===== config.mk =====
export PLATFORM = sky130hd
export DESIGN_NAME = hazard_unit
export DESIGN_NICKNAME = d
export VERILOG_FILES = /design/src/rtl/pipeline_pkg.sv /design/src/rtl/hazard_tag_stage.sv /design/src/rtl/hazard_unit.sv
export SDC_FILE = /design/constraint.sdc
export NUM_CORES = 1
export LEC_CHECK = 0
export ABC_AREA = 0
export BUFFER_PORTS_ARGS = -buffer_cell sky130_fd_sc_hd__buf_2
export CAP_MARGIN = 40
export CORE_UTILIZATION = 45
export DETAILED_ROUTE_END_ITERATION = 8
export PLACE_DENSITY_LB_ADDON = 0.3
export SLEW_MARGIN = 25
export SYNTH_ARGS = -nofsm -noshare
export SYNTH_HDL_FRONTEND = slang
export SYNTH_HIERARCHICAL = 1
export SYNTH_SLANG_ARGS = --single-unit

===== constraint.sdc =====
create_clock -name clk -period 2.13 [get_ports clk]
set_input_delay 0.3195 -clock clk [delete_from_list [all_inputs] [get_ports clk]]
set_output_delay 0.3195 -clock clk [all_outputs]
set_load 0.02 [all_outputs]

===== src/rtl/pipeline_pkg.sv =====
// Shared pipeline definitions: forwarding selects, result-source codes
// and the shadow tag bundle tracked by the hazard unit.
package pipeline_pkg;

  localparam logic [1:0] FWD_NONE = 2'b00;
  localparam logic [1:0] FWD_WB   = 2'b01;
  localparam logic [1:0] FWD_MEM  = 2'b10;

  localparam logic [1:0] RESULTSRC_LOAD = 2'b01;

  typedef struct packed {
    logic [4:0] rs1;
    logic [4:0] rs2;
    logic [4:0] rd;
    logic       regwrite;
    logic       isload;
  } hazard_tag_t;

  // True when tag t will write register rs (x0 never counts).
  function automatic logic tag_hits(
    input logic [4:0]  rs,
    input hazard_tag_t t
  );
    return t.regwrite && (t.rd != 5'd0) && (t.rd == rs);
  endfunction

  // Memory stage is the younger producer, so it wins over Writeback.
  function automatic logic [1:0] fwd_sel(
    input logic [4:0]  rs,
    input hazard_tag_t m,
    input hazard_tag_t w
  );
    logic [1:0] sel;
    sel = FWD_NONE;
    if (tag_hits(rs, m))
      sel = FWD_MEM;
    else if (tag_hits(rs, w))
      sel = FWD_WB;
    return sel;
  endfunction

endpackage


===== src/rtl/hazard_tag_stage.sv =====
// One shadow tag register: sync reset, flush loads a zero bubble.
// Ports: clk_i, rst_i, flush_i, tag_i (next tag), tag_o (held tag).
module hazard_tag_stage
  import pipeline_pkg::*;
(
  input  logic        clk_i,
  input  logic        rst_i,
  input  logic        flush_i,
  input  hazard_tag_t tag_i,
  output hazard_tag_t tag_o
);

  hazard_tag_t tag_q;
  hazard_tag_t tag_d;

  always_comb begin
    tag_d = tag_i;
    if (flush_i)
      tag_d = '0;
  end

  always_ff @(posedge clk_i) begin
    if (rst_i)
      tag_q <= '0;
    else
      tag_q <= tag_d;
  end

  assign tag_o = tag_q;

endmodule


===== src/rtl/hazard_unit.sv =====
// Hazard controller: forwarding selects, load-use stall, control flush
// and saturating stall/flush counters. Ports: Decode fields, PCSrc_E in;
// Stall_F/D, Flush_D/E, ForwardA/B_E, StallCnt, FlushCnt out.
module hazard_unit
  import pipeline_pkg::*;
#(
  parameter int CNT_W = 32
) (
  input  logic             clk,
  input  logic             rst,
  input  logic [4:0]       Rs1_D,
  input  logic [4:0]       Rs2_D,
  input  logic [4:0]       Rd_D,
  input  logic             RegWrite_D,
  input  logic [1:0]       ResultSrc_D,
  input  logic             PCSrc_E,
  output logic             Stall_F,
  output logic             Stall_D,
  output logic             Flush_D,
  output logic             Flush_E,
  output logic [1:0]       ForwardA_E,
  output logic [1:0]       ForwardB_E,
  output logic [CNT_W-1:0] StallCnt,
  output logic [CNT_W-1:0] FlushCnt
);

  localparam logic [CNT_W-1:0] CNT_ONE = CNT_W'(1);

  hazard_tag_t tag_dec;
  hazard_tag_t tag_e;
  hazard_tag_t tag_m;
  hazard_tag_t tag_w;

  logic lw;
  logic cf;

  logic [CNT_W-1:0] stall_cnt_q;
  logic [CNT_W-1:0] stall_cnt_d;
  logic [CNT_W-1:0] flush_cnt_q;
  logic [CNT_W-1:0] flush_cnt_d;

  always_comb begin
    tag_dec.rs1      = Rs1_D;
    tag_dec.rs2      = Rs2_D;
    tag_dec.rd       = Rd_D;
    tag_dec.regwrite = RegWrite_D;
    tag_dec.isload   = (ResultSrc_D == RESULTSRC_LOAD);
  end

  hazard_tag_stage u_tag_e (
    .clk_i   (clk),
    .rst_i   (rst),
    .flush_i (Flush_E),
    .tag_i   (tag_dec),
    .tag_o   (tag_e)
  );

  hazard_tag_stage u_tag_m (
    .clk_i   (clk),
    .rst_i   (rst),
    .flush_i (1'b0),
    .tag_i   (tag_e),
    .tag_o   (tag_m)
  );

  hazard_tag_stage u_tag_w (
    .clk_i   (clk),
    .rst_i   (rst),
    .flush_i (1'b0),
    .tag_i   (tag_m),
    .tag_o   (tag_w)
  );

  // Both source fields compared whatever the format: conservative stall.
  assign lw = tag_e.isload && (tag_e.rd != 5'd0) &&
              ((tag_e.rd == Rs1_D) || (tag_e.rd == Rs2_D));
  assign cf = PCSrc_E;

  // Flush beats stall; everything is held low during reset.
  always_comb begin
    Stall_F    = 1'b0;
    Stall_D    = 1'b0;
    Flush_D    = 1'b0;
    Flush_E    = 1'b0;
    ForwardA_E = FWD_NONE;
    ForwardB_E = FWD_NONE;
    if (!rst) begin
      Stall_F    = lw & ~cf;
      Stall_D    = lw & ~cf;
      Flush_D    = cf;
      Flush_E    = lw | cf;
      ForwardA_E = fwd_sel(tag_e.rs1, tag_m, tag_w);
      ForwardB_E = fwd_sel(tag_e.rs2, tag_m, tag_w);
    end
  end

  always_comb begin
    stall_cnt_d = stall_cnt_q;
    flush_cnt_d = flush_cnt_q;
    if (Stall_D && (stall_cnt_q != '1))
      stall_cnt_d = stall_cnt_q + CNT_ONE;
    if (Flush_D && (flush_cnt_q != '1))
      flush_cnt_d = flush_cnt_q + CNT_ONE;
  end

  always_ff @(posedge clk) begin
    if (rst) begin
      stall_cnt_q <= '0;
      flush_cnt_q <= '0;
    end else begin
      stall_cnt_q <= stall_cnt_d;
      flush_cnt_q <= flush_cnt_d;
    end
  end

  assign StallCnt = stall_cnt_q;
  assign FlushCnt = flush_cnt_q;

endmodule


# After elaboration in Yosys (flattened, before gate mapping)
# Cells that the tools add are included.
# Widths: inputs -> output; s select.
# classes
n_addsub	2
eq_ne	9
mux	9
bitwise_logic	3
n_reduce_logical	15
# op_table
cell	n
$add 32x1->32 const B	2
$ne 32x32->1 const B	2
$eq 5x5->1	6
$reduce_bool 5->1	3
$logic_and 1x1->1	10
$mux 2	4
$mux 1	5
$eq 2x1->1 const B	1
$reduce_or 2->1	1
$and 1x1->1	1
$logic_or 1x1->1	1
$not 1->1	1
$or 1x1->1	1
# word_totals
regBits	93
in_bits	21
output_inout_bits	72

# Depth between registers and ports, before layout
# logic_depth
depth_word	6
depth_mapped	8

# Hierarchy
# Netlist, hierarchy kept.
# modules_own_cells
module	instances	cells_per_inst	area_per_inst_um2	seq_area_each_um2
hazard_unit	1	455	3743.6	1281.2
hazard_tag_stage	3	38	571.8	340.3

# Least setup slack after synthesis
# No wires, ideal clock.
# synth_path
path_type	reg-to-output
startpoint	reg u_tag_m.tag_q, in the netlist u_tag_m/tag_o[3]
endpoint	out ForwardA_E[0]
arrival_time_ns	1.958
setup_slack_ns	-0.147
stages_incl_launch_ff	5
path_buffers	0
path_cell_list	dfxtp_1 -> or4_1 -> o21ai_0 -> nor3_1 -> nor4_1
# synth_via
elab_chain_len	5
word_cells_on_any_way	6
cone_classes	eq/ne: 1; mux: 2; reduce/logical: 3
# synth_lines
element	line	rtl
start, declared	hazard_tag_stage.sv:13	hazard_tag_t tag_q;
start signal, assigned	hazard_tag_stage.sv:26	tag_q <= tag_d;
$reduce_bool 5->1	pipeline_pkg.sv:24	return t.regwrite && (t.rd != 5'd0) && (t.rd == rs);
$logic_and 1x1->1	pipeline_pkg.sv:24	
$logic_and 1x1->1 (*)	pipeline_pkg.sv:24	
$mux 2 (*)	pipeline_pkg.sv:35	if (tag_hits(rs, m))
$mux 2 (*)	hazard_unit.sv:87	if (!rst) begin
end, declared	hazard_unit.sv:21	output logic [1:0] ForwardA_E,
# Mark *: on every way between the ends. The rest lies on a longest branch, timed or not.

# Worst setup path in the final report
# layout_path
startpoint	reg u_tag_m.tag_q, in the netlist u_tag_m/tag_o[4]
endpoint	out ForwardA_E[0]
# The elaborated chain is that of the path after synthesis.

==> run metrics <==
R2R cell count 7; Placed Area 0.005456 sq mm; reg2reg end StallCnt[15]; 1st-pass router iterations 4; clk buf depth 2; diode count 0; final net count 671; CTS tree yes; Switching Share 0.2433; VDD IR max 0.0003425 V; Inserted Clock Buffers 9; Non-Filler Instances 789; first-pass GRT wire length 19340 um; gr ovfl total 0; yosys warns 6; total of max-cap violations 0; most frequent cells in the layout 85 x buf_2, 78 x dfxtp_1, 52 x buf_4, 39 x nor2_1, 33 x xnor2_1; Remaining DRCs 0; placed cells 758; remaining antenna violation count after routing 0; worst setup path start u_tag_m/tag_o[4]; pwr dens 556.3 mW/mm^2; Pint 2545 uW; worst-path fanout max 3; endpoint class of the critical path output pin; fmax 451.0 MHz; clk_skew 10.47 ps; maximum number of pins on one net before global-route repair 41; vias in the first global route 3977; commonest non-fill, non-tap cell in the layout buf_2; overall power 3363 uW; IO buf count 92; clk sinks 93; number of core rows 37; die span in x 105.2 um; clock transition at the registers of the reported paths 90 ps; initial antenna violation count 0; Logic pwr share 0.081; Final Max Tran Viols 0; P&R area growth vs syn 26.13%; fraction of layout cells with a size suffix above 1 0.3737; Via Count 4307; fill count 895; Flop pwr share 0.532; final WL 12100 um; final count of hold timing violations 0; fin crit share 1.041; RSZ-0062 raised after global routing yes; syn avg cell area 9.130 sq um; final setup vio count 3; DPL Wire Length 8367 um; clock network power share 0.388; Crit Reg-Reg Startpoint u_tag_e/tag_o[6]; worst hold slack 192.9 ps; startpoint types flop; Final min period 2217 ps; worst setup margin -87.32 ps; status finished, violations left; worst skew pair latency 360 ps; Critical Path RT 1810 ps; mapped cell area 0.004793 sq mm; Gate Count Post-Synth 525; worst min path class primary input to flop; WS Path Type flop to output pin; die height 105.2 um; flop2flop setup slack 50 ps; Arrival @ worst endpoint 1900 ps; via/cell ratio 5.459; post-detailed-route wirelength per cell 15.33 um; Design Area, Final 0.006046 sq mm; Die Area 0.01107 sq mm; core box area 0.01032 sq mm; GRT Util Overall 0.2157; Root Buffer clkbuf_8; IO Count 93; RD Place Congestion 0.8850; Starting Density 0.4643; initial drt markers 176; final core utilization 0.5856; CP endpoint ForwardA_E[0]; CTS H-Tree Depth 3; Leak 0.002432 uW; Net Switching 818.5 uW; failing checks setup timing
## final cells by class
| class | count | area, sq um | share of cell area |
|---|---|---|---|
| repair buffers | 144 | 903.4 | 0.1494 |
| clock buffers | 10 | 127.6 | 0.02111 |
| inverters | 7 | 28.78 | 0.004760 |
| clock inverters | 6 | 87.58 | 0.01449 |
| well taps | 136 | 170.2 | 0.02815 |
| flip-flops and latches | 93 | 1891 | 0.3127 |
| multi-input cells | 393 | 2838 | 0.4694 |
## stage by stage
step / TNS, ps / worst slack [ps]
after CTS: -318.7 / -73.16
after detailed placement: 0 / 18.95
after global routing: -534.1 / -140.3
final: -169.5 / -87.32
after floorplan: 0 / 48.39
after global placement: 0 / 66.02
## worst max-delay path: stages, from the launching register on
cell     delay [ps]
dfxtp_4         360
or4_4           550
o21ai_4         190
nor3_1           90
nor4_2          140
buf_2           200
## per-layer routing
layer | part of all wire | GRT usage | up-vias
met5 | 0 | 0 | -
met4 | 0.017 | 0.08249 | 0
met3 | 0.036 | 0.02558 | 16
met2 | 0.48 | 0.3524 | 107
met1 | 0.46 | 0.2900 | 2068
li1 | - | - | 2116
## power by group through the flow
stage	logic, uW	registers, uW	clock network (uW)
2_1_floorplan	162	1830	0
3_3_place_gp	204	1830	0
3_5_place_dp	209	1830	0
4_1_cts	237	1790	1330
5_1_grt	291	1790	1400
6_report	272	1790	1300
## timing repair
item	CTS	global route
cloned	0	0
endpoints found under the setup margin	7	32
setup buffers	13	3
hold buffers	0	0
gates resized for setup	34	35
pin swaps	16	17
## worst min-delay path by stage
stage	from	end	slack, ps	depth (start not counted)
6_report	Rd_D[1]	u_tag_e/tag_o[3]	190	2
2_1_floorplan	u_tag_e/tag_o[1]	u_tag_m/tag_o[1]	440	1
3_5_place_dp	u_tag_e/tag_o[1]	u_tag_m/tag_o[1]	450	1
4_1_cts	Rd_D[3]	u_tag_e/tag_o[5]	190	2
5_1_grt	Rd_D[3]	u_tag_e/tag_o[5]	190	2
3_3_place_gp	u_tag_e/tag_o[1]	u_tag_m/tag_o[1]	450	1
## flip-flops by register name, summed over array words and instances (netlist names)
name and cells:
u_tag_w/tag_o 6, FlushCnt 32, u_tag_e/tag_o 17, StallCnt 32, u_tag_m/tag_o 6
No activity file was read; power rests on OpenSTA's default activity.
